`config.mk`:
```
export PLATFORM = sky130hd
export DESIGN_NAME = vga_timing_ctrl
export DESIGN_NICKNAME = d
export VERILOG_FILES = /design/src/rtl/vga_timing_ctrl.sv
export SDC_FILE = /design/constraint.sdc
export NUM_CORES = 1
export LEC_CHECK = 0
export CAP_MARGIN = 20
export CELL_PAD_IN_SITES_DETAIL_PLACEMENT = 1
export CELL_PAD_IN_SITES_GLOBAL_PLACEMENT = 1
export CORE_MARGIN = 1
export CORE_UTILIZATION = 40
export CTS_BUF_LIST = sky130_fd_sc_hd__clkbuf_4 sky130_fd_sc_hd__clkbuf_8
export DETAILED_ROUTE_END_ITERATION = 7
export GPL_TIMING_DRIVEN = 0
export PLACE_DENSITY = 0.81
export SLEW_MARGIN = 30
export SYNTH_ARGS = -nofsm -noshare
export SYNTH_HDL_FRONTEND = slang
export SYNTH_SLANG_ARGS = --single-unit
```
`constraint.sdc`:
```
create_clock -name clk -period 5.2 [get_ports clk]
set_clock_uncertainty 0.1 [all_clocks]
set_input_delay 1.04 -clock clk [delete_from_list [all_inputs] [get_ports clk]]
set_output_delay 1.04 -clock clk [all_outputs]
set_load 0.1 [all_outputs]
```
`src/rtl/vga_timing_ctrl.sv`:
```
// VGA raster timing generator: pixel/line counters with horizontal and vertical
// phase FSMs, producing registered sync, blanking and start-of-line/frame strobes.
`timescale 1ns/1ps
module vga_timing_ctrl #(
   parameter int H_ACTIVE = 640,
   parameter int H_FP     = 16,
   parameter int H_SYNC   = 96,
   parameter int H_BP     = 48,
   parameter int V_ACTIVE = 480,
   parameter int V_FP     = 10,
   parameter int V_SYNC   = 2,
   parameter int V_BP     = 33
)(
   input  logic       clk,
   input  logic       clr,
   input  logic       pix_en,
   input  logic       run,
   input  logic       restart,
   output logic       hsync,
   output logic       vsync,
   output logic       video_on,
   output logic [9:0] hcount,
   output logic [9:0] vcount,
   output logic       line_start,
   output logic       frame_start
);

   // Both totals must fit the 10-bit counters (at most 1024).
   localparam int H_TOTAL = H_ACTIVE + H_FP + H_SYNC + H_BP;
   localparam int V_TOTAL = V_ACTIVE + V_FP + V_SYNC + V_BP;

   localparam logic [9:0] H_ACT_END  = 10'(H_ACTIVE - 1);
   localparam logic [9:0] H_FP_END   = 10'(H_ACTIVE + H_FP - 1);
   localparam logic [9:0] H_SYNC_END = 10'(H_ACTIVE + H_FP + H_SYNC - 1);
   localparam logic [9:0] H_LAST     = 10'(H_TOTAL - 1);
   localparam logic [9:0] V_ACT_END  = 10'(V_ACTIVE - 1);
   localparam logic [9:0] V_FP_END   = 10'(V_ACTIVE + V_FP - 1);
   localparam logic [9:0] V_SYNC_END = 10'(V_ACTIVE + V_FP + V_SYNC - 1);
   localparam logic [9:0] V_LAST     = 10'(V_TOTAL - 1);

   typedef enum logic [1:0] {HST_ACT, HST_FP, HST_SYNC, HST_BP} h_state_t;
   typedef enum logic [1:0] {VST_ACT, VST_FP, VST_SYNC, VST_BP} v_state_t;

   h_state_t   h_state, h_state_nxt;
   v_state_t   v_state, v_state_nxt;
   logic [9:0] hcount_nxt, vcount_nxt;
   logic       line_evt, line_evt_nxt;
   logic       frame_evt, frame_evt_nxt;
   logic       advance, h_wrap, v_wrap;

   assign advance = pix_en & run;
   assign h_wrap  = (hcount == H_LAST);
   assign v_wrap  = (vcount == V_LAST);

   // NOTE: every output of this block gets a default first so no latch is inferred.
   always_comb begin
      hcount_nxt    = hcount;
      vcount_nxt    = vcount;
      h_state_nxt   = h_state;
      v_state_nxt   = v_state;
      line_evt_nxt  = 1'b0;
      frame_evt_nxt = 1'b0;
      if (restart) begin
         hcount_nxt    = '0;
         vcount_nxt    = '0;
         h_state_nxt   = HST_ACT;
         v_state_nxt   = VST_ACT;
         line_evt_nxt  = 1'b1;
         frame_evt_nxt = 1'b1;
      end else if (advance) begin
         hcount_nxt = h_wrap ? '0 : hcount + 10'd1;
         case (h_state)
            HST_ACT:  if (hcount == H_ACT_END)  h_state_nxt = HST_FP;
            HST_FP:   if (hcount == H_FP_END)   h_state_nxt = HST_SYNC;
            HST_SYNC: if (hcount == H_SYNC_END) h_state_nxt = HST_BP;
            HST_BP:   if (h_wrap)               h_state_nxt = HST_ACT;
            default:                            h_state_nxt = HST_ACT;
         endcase
         // The vertical machine only moves on the advance that ends a line.
         if (h_wrap) begin
            line_evt_nxt  = 1'b1;
            frame_evt_nxt = v_wrap;
            vcount_nxt    = v_wrap ? '0 : vcount + 10'd1;
            case (v_state)
               VST_ACT:  if (vcount == V_ACT_END)  v_state_nxt = VST_FP;
               VST_FP:   if (vcount == V_FP_END)   v_state_nxt = VST_SYNC;
               VST_SYNC: if (vcount == V_SYNC_END) v_state_nxt = VST_BP;
               VST_BP:   if (v_wrap)               v_state_nxt = VST_ACT;
               default:                            v_state_nxt = VST_ACT;
            endcase
         end
      end
   end

   // NOTE: sequential state uses non-blocking assignments so all registers update together.
   always_ff @(posedge clk or posedge clr) begin
      if (clr) begin
         hcount    <= '0;
         vcount    <= '0;
         h_state   <= HST_ACT;
         v_state   <= VST_ACT;
         line_evt  <= 1'b0;
         frame_evt <= 1'b0;
      end else begin
         hcount    <= hcount_nxt;
         vcount    <= vcount_nxt;
         h_state   <= h_state_nxt;
         v_state   <= v_state_nxt;
         line_evt  <= line_evt_nxt;
         frame_evt <= frame_evt_nxt;
      end
   end

   // Decoded outputs lag the counters/states by one clock.
   always_ff @(posedge clk or posedge clr) begin
      if (clr) begin
         hsync       <= 1'b1;
         vsync       <= 1'b1;
         video_on    <= 1'b0;
         line_start  <= 1'b0;
         frame_start <= 1'b0;
      end else begin
         hsync       <= (h_state != HST_SYNC);
         vsync       <= (v_state != VST_SYNC);
         video_on    <= (h_state == HST_ACT) && (v_state == VST_ACT) && run;
         line_start  <= line_evt;
         frame_start <= frame_evt;
      end
   end

endmodule

```
# ---- After elaboration in Yosys (flattened, before gate mapping)
# Cells that the tools add are included.
dict set report totals {
  regBits 31
  out_inout_bits 25
}
dict set report classes {
  n_addsub 2
  eq_ne 24
  muxes 28
  bitwise_logic 1
  n_reduce_logical 9
}
# operator count
set ops {}
lappend ops {{10-bit two-way mux} 7}
lappend ops {{10-bit == test (second input constant)} 5}
lappend ops {{10-bit by 9-bit == test with 1-bit output (second input constant)} 3}
lappend ops {{2-bit two-way mux} 13}
lappend ops {{3-bit inequality test (second input constant)} 8}
lappend ops {{10-bit by 1-bit adder with 10-bit output (second input constant)} 2}
lappend ops {{2-bit one-hot mux with 4 select lines} 2}
lappend ops {{2-bit == test (second input constant)} 4}
lappend ops {{1-bit two-way mux} 6}
lappend ops {{6-bit AND reduction} 1}
lappend ops {{5-bit AND reduction} 1}
lappend ops {{2-bit by 1-bit == test with 1-bit output (second input constant)} 2}
lappend ops {{2-bit zero test} 2}
lappend ops {{2-bit inequality test (second input constant)} 2}
lappend ops {{2-bit nonzero test} 2}
lappend ops {{1-bit logical AND} 2}
lappend ops {{2-bit AND reduction} 1}
lappend ops {{1-bit bitwise AND} 1}

# ---- Logic depth before layout (Yosys ltp)
# Gate-level depths: netlist (run 1).
dict set report logic_depth {
  depth_word 6
  depth_mapped 7
  ltp_nobuf 7
}

# ---- Worst setup path before layout (run 1)
# Ideal clock, no wire load.
dict set report synth_timing {
  path_kind {register to register}
  startpoint {reg hcount[0]}
  endpoint {reg h_state[0]}
  arrival_time_ns 2.456
  required_time_ns 4.973
  setup_slack_ns 2.516
  stages_incl_launch_ff 7
  path_buffers 0
  period_less_slack_ns 2.684
  path_cell_list {dfrtp_1 -> ha_1 -> nand3_1 -> or4_1 -> a21oi_1 -> o21a_2 -> mux2_1}
}
dict set report synth_between {
  elab_chain_len 3
  elab_cells_between_ends 9
  classes_between {eq/ne: 8; reduce/logical: 1}
}
# item line_no
set synth_rtl {}
lappend synth_rtl {{from (decl)} 22} ;# output logic [9:0] hcount,
lappend synth_rtl {{from (signal assigned)} 105} ;# hcount <= hcount_nxt;
lappend synth_rtl {{10-bit == test (on tied branches)} n/a}
lappend synth_rtl {{3-bit inequality test (no line)} n/a}
lappend synth_rtl {{5-bit AND reduction (no line) (*)} n/a}
lappend synth_rtl {{to (signal assigned)} 107} ;# h_state <= h_state_nxt;
lappend synth_rtl {{to (decl)} 44} ;# h_state_t h_state, h_state_nxt;
# Mark *: on every way between the ends. The rest lies on a longest branch, timed or not.
# A chain may end at the register's enable or synchronous reset.

# ---- Worst setup path in the final report (run 1)
dict set report layout_timing {
  startpoint {reg hcount[5]}
  endpoint {out hcount[5]}
}
# No word-level cell between the ends.

==> metrics.md, run 1 <==
| Metric | Value |
|---|---|
| Setup crit end kind | `output pin` |
| Gr usage total | `19.94%` |
| Final Cycle Share | `60.67%` |
| Slowest stage delay, CP | `1.20 ns` |
| Sequential share of the synthesized area | `42.23%` |
| Post-Syn Area | `1843 um2` |
| Antenna-violating nets left | `0` |
| Net Count, Synth | `203` |
| Htree depth | `2` |
| Hold_buf cts | `0` |
| Status | `finished clean` |
| Yosys warnings | `0` |
| Simple-gate share of the synthesized area | `24.17%` |
| Initial antenna violation count | `0` |
| Reg clk slew, reported paths | `0.06 ns` |
| Area grow syn2layout | `24.92%` |
| EDFF count, synth | `0` |
| CP max FO | `9` |
| Post-synthesis cell count | `186` |
| Total grt overflow | `0` |
| Initial core utilization | `42.04%` |
| Ys async rst share | `100.0%` |
| Unrepaired setup endpoints after global routing | `no` |
| 1st-pass router iterations | `4` |
| Overall Power | `608.9 uW` |
| Post_cts resized | `0` |
| Final setup vio count | `0` |
| Synth Area in XOR/XNOR | `2.376%` |
| CTS tree | `done` |
| NumNets Final | `239` |
| Final worst setup slack | `2.045 ns` |
| Synth area leaders | `dfrtp_1 (39%), ha_1 (8.1%), nand3_1 (3.8%), o21ai_0 (3.3%), nor2_1 (3.1%)` |
| Placement Setup Slack | `2.280 ns` |
| Hold WC Path Type | `flop to flop` |
| Core area | `4384 um2` |
| Vias | `1572` |
| Rows | `24` |
| Post-CTS setup buffers | `0` |
| Slowest-stage cell, CP | `clkdlybuf4s50_1` |
| Setup CP Type | `flop to output pin` |
| Synth top area share | `39.38%` |
| Pin count of the biggest net entering global routing | `32` |
| Multiplexer share of the synthesized area | `2.240%` |
| Global-route wire length before repair | `7527 um` |
| Startpoint Class | `flop` |
| Wire length per cell | `16.59 um` |
| Avg Cell Area, Syn | `9.909 um2` |
| Chip Height | `69.88 um` |
| Fillers | `498` |
| Clock sinks | `31` |
| Crit path max-delay family | `buffers and inverters` |
| Primary FF master, synth | `dfrtp_1` |
| CTS root buffer | `clkbuf_8` |
| Power per Cell Area | `264.5 nW/um2` |
| Sum Neg Setup Slack | `0 ns` |
| Io pins | `30` |
| Final instance area | `2302 um2` |
| Worst slew pin tran | `0.9731 ns` |
| CTS max path bufs | `2` |
| Die ar. | `4883 um2` |
| Post-Synth Adder-Cell Area | `8.147%` |
| Worst path arrival time | `2.01 ns` |
| Yosys top cell by area | `dfrtp_1` |
| Maximum VDD drop | `0.1584 mV` |
| Placed inst area | `2198 um2` |
| Post-DP HPWL | `3302 um` |
| Vias in the first global route | `1550` |
| Port buffer count | `29` |
| Final Wtd Congestion | `0.7801` |
| CP Cell Sequence | `clkdlybuf4s50_1` |
| Post-synthesis compound-gate area fraction | `16.43%` |
| WP data required | `4.06 ns` |
| Final Max Tran Viols | `0` |
| Largest family of logic cells by synthesized area | `simple AND/OR/NAND/NOR gates` |
| Number of distinct library cells after synthesis | `53` |
| Max-Cap Viols | `0` |
| Synthesis-stage register bit count | `31` |
| Leak | `0.9339 nW` |
| DR vias/cell | `5.716` |
| DRT iter0 DRCs | `80` |
| Share of cells above drive strength 1 | `13.45%` |
| Die width | `69.88 um` |
| Final hold vios | `0` |
| Max Freq | `317.0 MHz` |
| Worst-skew pair later-pin latency | `0.29 ns` |
| Worst rel slew slack | `34.93%` |
| Final min period | `3.155 ns` |
| DRT Wirelength | `4563 um` |
| Buf+Inv Stages, Crit Path | `1` |
| CTS buffer count | `5` |
| Final routed DRC violation total | `0` |
| Ant. Diodes | `0` |
| Hold slack | `0.2504 ns` |
==> cells by family (layout without fill, tap and decap cells) <==
kind of cell	after synthesis	in the layout
AOI/OAI and AO/OA	42	42
xor gates and xnor gates	5	5
adders and majority gates	12	12
buffers and inverters	17	54
DFF	31	31
muxes	4	4
and+or+nand+nor	75	75
==> cells in the final DEF, fill, tap and decap left out, types with 2 or more instances in the layout <==
cell,n
and3_1,4
clkdlybuf4s50_1,29
nand3_1,14
a211oi_2,2
o31ai_1,3
a22o_1,2
nand4_1,5
nand2_1,12
xnor2_1,4
dfrtp_1,29
nor2_1,15
o21ai_1,6
or3_1,2
clkbuf_8,7
a31oi_1,2
o21ai_0,12
nand4b_1,2
a21oi_1,7
nor3_1,3
buf_2,4
inv_1,9
dfstp_2,2
mux2i_1,3
ha_1,12
==> synth_stat cells (4+ instances only) <==
| library cell | instances |
|---|---|
| nand4_1 | 5 |
| o21ai_1 | 6 |
| ha_1 | 12 |
| a21oi_1 | 7 |
| o21ai_0 | 12 |
| nand3_1 | 14 |
| inv_1 | 10 |
| nand2_1 | 12 |
| nor2_1 | 15 |
| xnor2_1 | 4 |
| dfrtp_1 | 29 |
| and3_1 | 4 |
| buf_2 | 4 |
==> layout make-up <==
| class | instances | area [um2] | area share, % |
|---|---|---|---|
| buffer | 6 | 35.03 | 1.522 |
| clock buffer | 8 | 103.9 | 4.511 |
| inverter | 11 | 46.29 | 2.011 |
| multi-input combinational | 138 | 983.4 | 42.72 |
| sequential | 31 | 778.2 | 33.80 |
| tap | 52 | 65.06 | 2.826 |
| timing repair buffer | 29 | 290.3 | 12.61 |
==> power breakdown <==
group          switching (mW)  total, mW  internal, mW
combinational          0.0991      0.129        0.0302
clock                  0.0919      0.218         0.126
sequential             0.0112      0.262         0.251
total                   0.202      0.609         0.407
==> through the flow <==
step,utilization [%],std cells
floorplan,-,186
global placement,50.14,267
detailed placement,50.14,267
CTS,52.51,275
global route,52.51,275
finish,52.51,275
==> layer usage <==
metal / up-vias / GRT usage [%] / part of all wire (%)
met5: - / 0 / 0
met4: 0 / 6.000 / 1.2
met3: 7 / 4.473 / 3.1
met2: 24 / 31.84 / 47
met1: 792 / 27.04 / 48
li1: 749 / - / -
==> sequential cells by signal, indices dropped and copies added, names as in the netlist <==
register	flops
line_evt	1
vsync	1
hsync	1
frame_start	1
vcount	10
h_state	2
v_state	2
frame_evt	1
video_on	1
line_start	1
hcount	10
==> final timing paths <==
kind	start	to	slack (ns)	cells after the start
worst max register to register	vcount[1]$_DFFE_PP0P_	v_state[1]$_DFFE_PP0P_	3.02	7
min in group asynchronous	clr	vcount[3]$_DFFE_PP0P_	1.07	2
worst min register to register	frame_evt$_DFF_PP0_	frame_start$_DFF_PP0_	0.25	0
max in group asynchronous	clr	vcount[1]$_DFFE_PP0P_	3.49	2
worst min-delay path	frame_evt$_DFF_PP0_	frame_start$_DFF_PP0_	0.25	0
worst max-delay path	hcount[5]$_DFFE_PP0P_	hcount[5]	2.05	1
Power figures use the tool's default switching activity.
==> run 2: changes to the inputs <==
==> constraint.sdc (replaced) <==
create_clock -name clk -period 3.2 [get_ports clk]
set_clock_uncertainty 0.1 [all_clocks]
set_input_delay 0.64 -clock clk [delete_from_list [all_inputs] [get_ports clk]]
set_output_delay 0.64 -clock clk [all_outputs]
set_load 0.1 [all_outputs]
==> results of run 2 <==
The final DEF is identical to that of run 1. Status: finished clean.
Main changes from that run: setup slack after placement 2.280 ns -> 0.6802 ns; setup slack after layout 2.045 ns -> 0.4450 ns; register-to-register setup slack 3.02 ns -> 1.02 ns; total power 0.6089 mW -> 0.9894 mW; worst IR drop on VDD 0.1584 mV -> 0.2574 mV
